--- config.mk ---
export PLATFORM = sky130hd
export DESIGN_NAME = memory_responder_flat
export DESIGN_NICKNAME = d
export VERILOG_FILES = /design/src/rtl/memory_responder_if.sv /design/src/rtl/memory_responder.sv /design/src/flat_wrapper.sv
export SDC_FILE = /design/constraint.sdc
export NUM_CORES = 2
export LEC_CHECK = 0
export BUFFER_PORTS_ARGS = -buffer_cell sky130_fd_sc_hd__buf_4
export CAP_MARGIN = 15
export CELL_PAD_IN_SITES_DETAIL_PLACEMENT = 1
export CELL_PAD_IN_SITES_GLOBAL_PLACEMENT = 2
export CORE_MARGIN = 4
export CORE_UTILIZATION = 47
export CTS_CLUSTER_SIZE = 30
export DETAILED_ROUTE_END_ITERATION = 8
export HOLD_SLACK_MARGIN = 0.12
export PLACE_DENSITY = 0.87
export SLEW_MARGIN = 25
export SYNTH_ARGS = -nofsm -noshare
export SYNTH_HDL_FRONTEND = slang
export SYNTH_SLANG_ARGS = --single-unit
--- constraint.sdc ---
create_clock -name Clk -period 9.6 [get_ports Clk]
set_clock_uncertainty 0.1 [all_clocks]
set_input_delay 0.96 -clock Clk [delete_from_list [all_inputs] [get_ports Clk]]
set_output_delay 0.96 -clock Clk [all_outputs]
set_load 0.01 [all_outputs]
--- src/rtl/memory_responder_if.sv ---
// MFA/MFC memory handshake bundle between the
// control unit (master) and the memory responder (slave).
interface memory_responder_if #(
    parameter int ADDR_WIDTH = 8
);
    logic                  MFA;
    logic                  READ_WRITE;
    logic                  WORD_BYTE;
    logic [ADDR_WIDTH-1:0] Address;
    logic [31:0]           DataIn;
    logic                  MFC;
    logic [31:0]           DataOut;
    logic                  Busy;

    modport master (
        output MFA, READ_WRITE, WORD_BYTE,
        output Address, DataIn,
        input  MFC, DataOut, Busy
    );

    modport slave (
        input  MFA, READ_WRITE, WORD_BYTE,
        input  Address, DataIn,
        output MFC, DataOut, Busy
    );
endinterface

--- src/rtl/memory_responder.sv ---
// Byte-addressed RAM answering the four-phase MFA/MFC
// handshake with big-endian aligned word and byte access.
module memory_responder #(
    parameter int ADDR_WIDTH  = 8,
    parameter int WAIT_CYCLES = 2
) (
    input  logic            Clk,
    input  logic            Reset,
    memory_responder_if.slave bus
);
    localparam int         DEPTH   = 1 << ADDR_WIDTH;
    localparam logic [3:0] LP_WAIT = 4'(WAIT_CYCLES);

    typedef enum logic [1:0] {
        IDLE,
        BUSY,
        DONE
    } state_t;

    state_t                r_state;
    logic [3:0]            r_cnt;
    logic [ADDR_WIDTH-1:0] r_addr;
    logic [31:0]           r_wdata;
    logic                  r_rd;
    logic                  r_word;
    logic                  r_mfc;
    logic                  r_busy;
    logic [31:0]           r_dout;
    logic [7:0]            r_mem [0:DEPTH-1];

    logic [ADDR_WIDTH-1:0] w_a0;
    logic [ADDR_WIDTH-1:0] w_a1;
    logic [ADDR_WIDTH-1:0] w_a2;
    logic [ADDR_WIDTH-1:0] w_a3;
    logic                  w_fire;
    logic                  w_we;
    logic [31:0]           w_rdata;

    assign w_a0 = {r_addr[ADDR_WIDTH-1:2], 2'b00};
    assign w_a1 = {r_addr[ADDR_WIDTH-1:2], 2'b01};
    assign w_a2 = {r_addr[ADDR_WIDTH-1:2], 2'b10};
    assign w_a3 = {r_addr[ADDR_WIDTH-1:2], 2'b11};

    // The access commits only on the BUSY->DONE edge.
    assign w_fire = (r_state == BUSY) && bus.MFA
                    && (r_cnt == 4'd0);
    assign w_we   = w_fire && !r_rd && !Reset;

    assign w_rdata = r_word
        ? {r_mem[w_a0], r_mem[w_a1],
           r_mem[w_a2], r_mem[w_a3]}
        : {24'h0, r_mem[r_addr]};

    always_ff @(posedge Clk) begin
        if (w_we) begin
            if (r_word) begin
                r_mem[w_a0] <= r_wdata[31:24];
                r_mem[w_a1] <= r_wdata[23:16];
                r_mem[w_a2] <= r_wdata[15:8];
                r_mem[w_a3] <= r_wdata[7:0];
            end else begin
                r_mem[r_addr] <= r_wdata[7:0];
            end
        end
    end

    always_ff @(posedge Clk or posedge Reset) begin
        if (Reset) begin
            r_state <= IDLE;
            r_cnt   <= 4'd0;
            r_addr  <= '0;
            r_wdata <= 32'h0;
            r_rd    <= 1'b0;
            r_word  <= 1'b0;
            r_mfc   <= 1'b0;
            r_busy  <= 1'b0;
            r_dout  <= 32'h0;
        end else begin
            unique case (r_state)
                IDLE: begin
                    if (bus.MFA) begin
                        r_addr  <= bus.Address;
                        r_wdata <= bus.DataIn;
                        r_rd    <= bus.READ_WRITE;
                        r_word  <= bus.WORD_BYTE;
                        r_cnt   <= LP_WAIT;
                        r_busy  <= 1'b1;
                        r_state <= BUSY;
                    end
                end
                BUSY: begin
                    if (!bus.MFA) begin
                        r_cnt   <= 4'd0;
                        r_busy  <= 1'b0;
                        r_state <= IDLE;
                    end else if (r_cnt == 4'd0) begin
                        r_mfc   <= 1'b1;
                        r_state <= DONE;
                        if (r_rd) begin
                            r_dout <= w_rdata;
                        end
                    end else begin
                        r_cnt <= r_cnt - 4'd1;
                    end
                end
                DONE: begin
                    if (!bus.MFA) begin
                        r_mfc   <= 1'b0;
                        r_busy  <= 1'b0;
                        r_state <= IDLE;
                    end
                end
                default: begin
                    r_state <= IDLE;
                end
            endcase
        end
    end

    assign bus.MFC     = r_mfc;
    assign bus.Busy    = r_busy;
    assign bus.DataOut = r_dout;
endmodule

--- src/flat_wrapper.sv ---
// flat-port wrapper written by rule: the top's interface ports become plain ports
module memory_responder_flat 
#(
    parameter int ADDR_WIDTH  = 8,
    parameter int WAIT_CYCLES = 2
)
  (Clk, Reset, bus_MFA, bus_READ_WRITE, bus_WORD_BYTE, bus_Address, bus_DataIn, bus_MFC, bus_DataOut, bus_Busy);
  memory_responder_if #(.ADDR_WIDTH(ADDR_WIDTH)) bus_i ();
  input  logic Clk;
  input  logic Reset;
  input wire logic [$bits(bus_i.MFA)-1:0] bus_MFA;
  input wire logic [$bits(bus_i.READ_WRITE)-1:0] bus_READ_WRITE;
  input wire logic [$bits(bus_i.WORD_BYTE)-1:0] bus_WORD_BYTE;
  input wire logic [$bits(bus_i.Address)-1:0] bus_Address;
  input wire logic [$bits(bus_i.DataIn)-1:0] bus_DataIn;
  output wire logic [$bits(bus_i.MFC)-1:0] bus_MFC;
  output wire logic [$bits(bus_i.DataOut)-1:0] bus_DataOut;
  output wire logic [$bits(bus_i.Busy)-1:0] bus_Busy;
  assign bus_i.MFA = bus_MFA;
  assign bus_i.READ_WRITE = bus_READ_WRITE;
  assign bus_i.WORD_BYTE = bus_WORD_BYTE;
  assign bus_i.Address = bus_Address;
  assign bus_i.DataIn = bus_DataIn;
  assign bus_MFC = bus_i.MFC;
  assign bus_DataOut = bus_i.DataOut;
  assign bus_Busy = bus_i.Busy;
  memory_responder #(.ADDR_WIDTH(ADDR_WIDTH), .WAIT_CYCLES(WAIT_CYCLES)) u_core (.Clk(Clk), .Reset(Reset), .bus(bus_i));
endmodule
Word-level counts from Yosys, hierarchy flattened
Memories as Yosys holds them, arrays and structs flattened.
Cells that the tools add are included.
{ "word_totals": {"register_bits": 82, "latchBits": 0, "mem_bits_rw": 2048, "rom_bits": 0, "input_bits": 45, "out_inout_bits": 34, "elab_cells": 64, "memories": 1} }
{ "op_classes": {"add_sub_neg": 1, "n_mul": 0, "div": 0, "magnitude_cmp": 0, "n_eq_ne": 9, "n_shift": 0, "muxes": 25, "bitwise_logic": 0, "reduce_logical": 19} }
{ "memory_table": {"columns": ["name", "depth", "width", "rd", "rd_ports_with_merged_regs", "wr", "line", "rtl"], "rows": [
  ["u_core.r_mem", 256, 8, 5, 0, 4, "memory_responder.sv:29", "logic [7:0] r_mem [0:DEPTH-1];"]
]} }
{ "op_table": {"columns": ["operator", "count"], "rows": [
  ["$mux 32", 1],
  ["$mux 8", 2],
  ["$mux 4", 3],
  ["$mux 1", 11],
  ["$ne 2x2->1 const B", 5],
  ["$reduce_and 3->1", 3],
  ["$mux 2", 4],
  ["$pmux 4 s2", 1],
  ["$reduce_and 4->1", 2],
  ["$reduce_or 8->1", 1],
  ["$ne 3x3->1 const B", 2],
  ["$pmux 2 s3", 1],
  ["$reduce_bool 2->1", 3],
  ["$logic_and 1x1->1", 4],
  ["$logic_not 4->1", 1],
  ["$pmux 1 s2", 2],
  ["$sub 4x1->4 const B", 1],
  ["$eq 2x1->1 const B", 1],
  ["$eq 2x2->1 const B", 1],
  ["$logic_not 1->1", 2],
  ["$logic_not 2->1", 1],
  ["$reduce_and 2->1", 1],
  ["$reduce_or 2->1", 1]
]} }

Logic depth before layout (Yosys ltp)
{ "logic_depth": {"ltp_word": 9, "mapped_depth": 14, "ltp_nobuf": 9} }

Least setup slack after synthesis
Ideal clock, no wire load.
{ "synth_timing": {"kind": "input port to flip-flop", "from": "input bus_MFA", "to": "memory u_core.r_mem[125][0], data pin", "setup_ps": 262, "arrival_ps": 2736, "required_ps": 9238, "slack_ps": 6501, "cell_stages": 10, "path_buffers": 3, "cell_sequence": "nand2_1 > nor3_1 > nand2_1 > or2_0 > clkbuf_1 > clkbuf_1 > nor2_1 > buf_2 > nand2_1 > mux2_1"} }
{ "synth_rtl": {"columns": ["item", "line", "rtl"], "rows": [
  ["start: declaration", "flat_wrapper.sv:11", "input wire logic [$bits(bus_i.MFA)-1:0] bus_MFA;"],
  ["end: declaration", "memory_responder.sv:29", null]
]} }

==> results.ini <==
[run_status]
outcome=completed

[die]
io_pins=79
fp.coreArea_um2=241000
rows=180
die_w_um=500
die_y_um=500
start_util=0.473
dieArea_um2=250000

[global_routing]
grt.overflow.total=0
grt_pass1_vias=75600
grt_usage=0.385
grt_max_degree=168
grt_pass1_wl_mm=664
antenna_found_initial=80

[sta]
maxSlewHeadroom=0.161
drv_slew=0
rsz0062_at_grt=false
fmax_mhz=185
tightestPinTransition_ns=1.24
fin_setup_tns_ns=0
fin_crit_sh=0.564
setup_viol=0
post-route-min-period_ns=5.41
finalWorstSetupSlack_ns=4.19
finalHoldViolations=0

[clocking]
clock_sinks=2130
worstSkewPairLatency_ns=0.96
clkSlewWorstSetupHoldPaths_ns=0.07
cts-root-buf=clkbuf_16
clockBufferDepth=3
numCtsBuffers=225
h-tree-depth=4
cts_setup_buffers=0
cts_tree=built

[setup_path]
critPathBufInv=2
start_kind=flop
worstPathArrival_ns=5.82
worst-r2r-cell-count=6
cp_max_fo=49
crit_type=flop to flop
crit_chain=buf_4 -> a21oi_1 -> nor2_1 -> nand2_1 -> buf_4 -> nor2_1
slowest_stage=buf_4
cp.depth=6
cp_top_family=simple AND/OR/NAND/NOR gates
end_kind=flop
slowest_delay_ns=0.86
cp.required_ns=10.01

[min_path]
hold_class=primary input to flop
hold_depth=2

[placed_design]
place_ws_ns=4.52
gp_congestion=1.08
io_buffers=78
hpwl_mm=333

[pwr]
intPower_mw=24.4
ir_worst_vdd_v=0.000263
p_leak_nw=41.4
comb_power_share=0.495
powerDensity_nw_per_um2=348
seq_power_share=0.293
clkPwrFrac=0.213
swShare=0.438
p_switching_mw=19.1

[routing]
drt_iter0_markers=13900
drcViolationCount=0
dr.pass1.iters=8
wl_per_cell_um=47.6
totalWireLength_mm=489
drtAntennaViolNets=0
via_per_inst=7.59
vias=77900

[cells_and_area]
nets=6891
layout-drive-gt1-share=0.441
area_growth_pct=9.79

[logic_synthesis]
ys_warn_count=0
ys_types=77
synth_seq_cells=2130
synth_fa_ha_area_frac=0.000660
synth_top_area_frac=0.540
async_flop_share=0.0385
ys_top_cells_by_area=edfxtp_1, mux4_2, mux2_2, nand2_1, dfrtp_1
synth_xor_area_frac=0
avgSynthCellArea_um2=16.2
synthMuxAreaShare=0.338
syn-cell-area_um2=114000
ys_seq_area_frac=0.558
synth_nets=7087
synth_top_cell_by_area=edfxtp_1
yosys.area_share.simple=0.0367
synth_edf_count=2048
synth_top_family_by_area=multiplexers
synth-compound-area-share=0.0349
syn_inst=7036
ys.flop_type=edfxtp_1

[flow_run]
drv_cap=0

-- kinds of logic after synthesis --
kind of cell,after synthesis
flip-flops,2130
buffers and inverters,734
AO/OA/AOI/OAI,564
AND/OR/NAND/NOR,989
multiplexers,2613
adder cells (fa/ha/maj),6
-- sequential cells by signal, summed over array words and instances (netlist names) --
name	count
u_core.bus.DataOut	32
u_core.r_cnt	4
u_core.r_rd	1
u_core.bus.Busy	1
u_core.r_mem	2048
u_core.r_wdata	32
u_core.r_word	1
u_core.r_state	2
u_core.r_addr	8
u_core.bus.MFC	1
-- metrics by stage --
| stage | instance area, um2 | power, mW | hold slack (ns) | cells | util |
|---|---|---|---|---|---|
| floorplan | 114000 | 24.4 | 0.350 | 7036 | - |
| global placement | 117000 | 32.6 | 0.371 | 9783 | 0.486 |
| detailed placement | 117000 | 33.1 | 0.375 | 9783 | 0.486 |
| CTS | 125000 | 42.3 | 0.120 | 10200 | 0.518 |
| global route | 125000 | 43.8 | 0.143 | 10200 | 0.519 |
| finish | 125000 | 43.5 | 0.158 | 10300 | 0.519 |
-- worst paths after layout --
check                                              startpoint  slack, ns                            endpoint
setup / recovery                 u_core.r_addr[1]$_DFFE_PP0P_       4.19      u_core.r_mem[223][0]$_DFFE_PP_
hold / removal                                  bus_DataIn[3]       0.16       u_core.r_wdata[3]$_DFFE_PP0P_
setup reg to reg                 u_core.r_addr[1]$_DFFE_PP0P_       4.19      u_core.r_mem[223][0]$_DFFE_PP_
hold reg to reg            u_core.bus.DataOut[15]$_DFFE_PP0P_       0.38  u_core.bus.DataOut[15]$_DFFE_PP0P_
max in group asynchronous                               Reset       7.30        u_core.r_addr[5]$_DFFE_PP0P_
min in group asynchronous                               Reset       0.60       u_core.r_state[1]$_DFFE_PP0P_
-- Yosys cell counts, drive strengths merged, types with 4 or more instances --
library cell,number
a32oi,6
a21oi,87
nor3b,6
a31oi,37
a22o,42
and3,11
o221ai,4
or2,6
inv,13
nand3,37
a21o,7
o211ai,25
a211o,5
edfxtp,2048
dfrtp,82
nand4,22
a311oi,7
buf,269
and4,4
a2111oi,8
mux2i,190
ha,6
nor2b,12
nor3,21
o2111ai,4
clkbuf,450
a22oi,133
and2,17
mux4,828
nand2,664
o21ai,71
o22ai,23
nor2,160
a211oi,26
nor4,6
and3b,4
nand2b,13
a221oi,36
o32ai,9
a221o,4
mux2,1595
-- power by group through the flow --
stage / Clock, mW / Combinational, mW / Sequential [mW]
floorplan: 0 / 12.2 / 12.2
global placement: 0 / 19.8 / 12.8
detailed placement: 0 / 20.2 / 12.9
CTS: 9.25 / 20.4 / 12.7
global route: 9.62 / 21.5 / 12.7
finish: 9.26 / 21.5 / 12.7
-- timing repair --
item                      in CTS  in global routing
hold buffers                  15                  0
resized for setup              0                  0
hold endpoints to repair      55                  0
-- routing by layer --
| layer | vias up | global-route usage | share of wire |
|---|---|---|---|
| li1 | 28100 | - | - |
| met2 | 7271 | 0.555 | 0.43 |
| met3 | 1581 | 0.148 | 0.15 |
| met4 | 68 | 0.256 | 0.082 |
| met5 | - | 0.0112 | 0.0017 |
| met1 | 40900 | 0.483 | 0.34 |
-- cells in the final DEF, fill, tap and decap left out, types with 11 or more instances in the layout --
| cell | Yosys | final |
|---|---|---|
| mux2i_1 | 190 | 189 |
| a22o_1 | 42 | 42 |
| clkinvlp_4 | 0 | 16 |
| diode_2 | 0 | 45 |
| nand4_1 | 22 | 22 |
| a31oi_1 | 37 | 37 |
| and3_1 | 11 | 11 |
| nor2_2 | 2 | 42 |
| dlygate4sd3_1 | 0 | 15 |
| o21ai_0 | 70 | 68 |
| a21oi_1 | 87 | 87 |
| clkinv_2 | 0 | 37 |
| dfrtp_4 | 0 | 14 |
| nor2_4 | 2 | 14 |
| a221oi_1 | 36 | 36 |
| clkinv_1 | 2 | 32 |
| clkbuf_16 | 0 | 227 |
| nand2b_1 | 13 | 12 |
| nor2_1 | 156 | 104 |
| nor3_1 | 18 | 16 |
| dfrtp_1 | 82 | 42 |
| and2_1 | 15 | 13 |
| buf_12 | 0 | 13 |
| o211ai_1 | 25 | 25 |
| o22ai_1 | 23 | 23 |
| buf_4 | 99 | 268 |
| clkbuf_1 | 450 | 53 |
| nand3_1 | 37 | 37 |
| dfrtp_2 | 0 | 26 |
| mux2_1 | 97 | 97 |
| edfxtp_1 | 2048 | 2048 |
| bufinv_16 | 0 | 27 |
| nand2_2 | 16 | 20 |
| mux2_2 | 1498 | 1498 |
| a22oi_1 | 133 | 133 |
| mux4_2 | 828 | 828 |
| a211oi_1 | 26 | 26 |
| nand2_1 | 648 | 643 |
-- layout make-up --
cell class,instances,area [um2]
multi-input combinational,4172,47100
sequential,2130,63600
inverter,15,67.6
timing repair buffer,296,2420
tap,3185,3990
clock inverter,135,1660
clock buffer,289,6000
antenna,45,113
fill,22100,116000
Power figures use the tool's default switching activity.
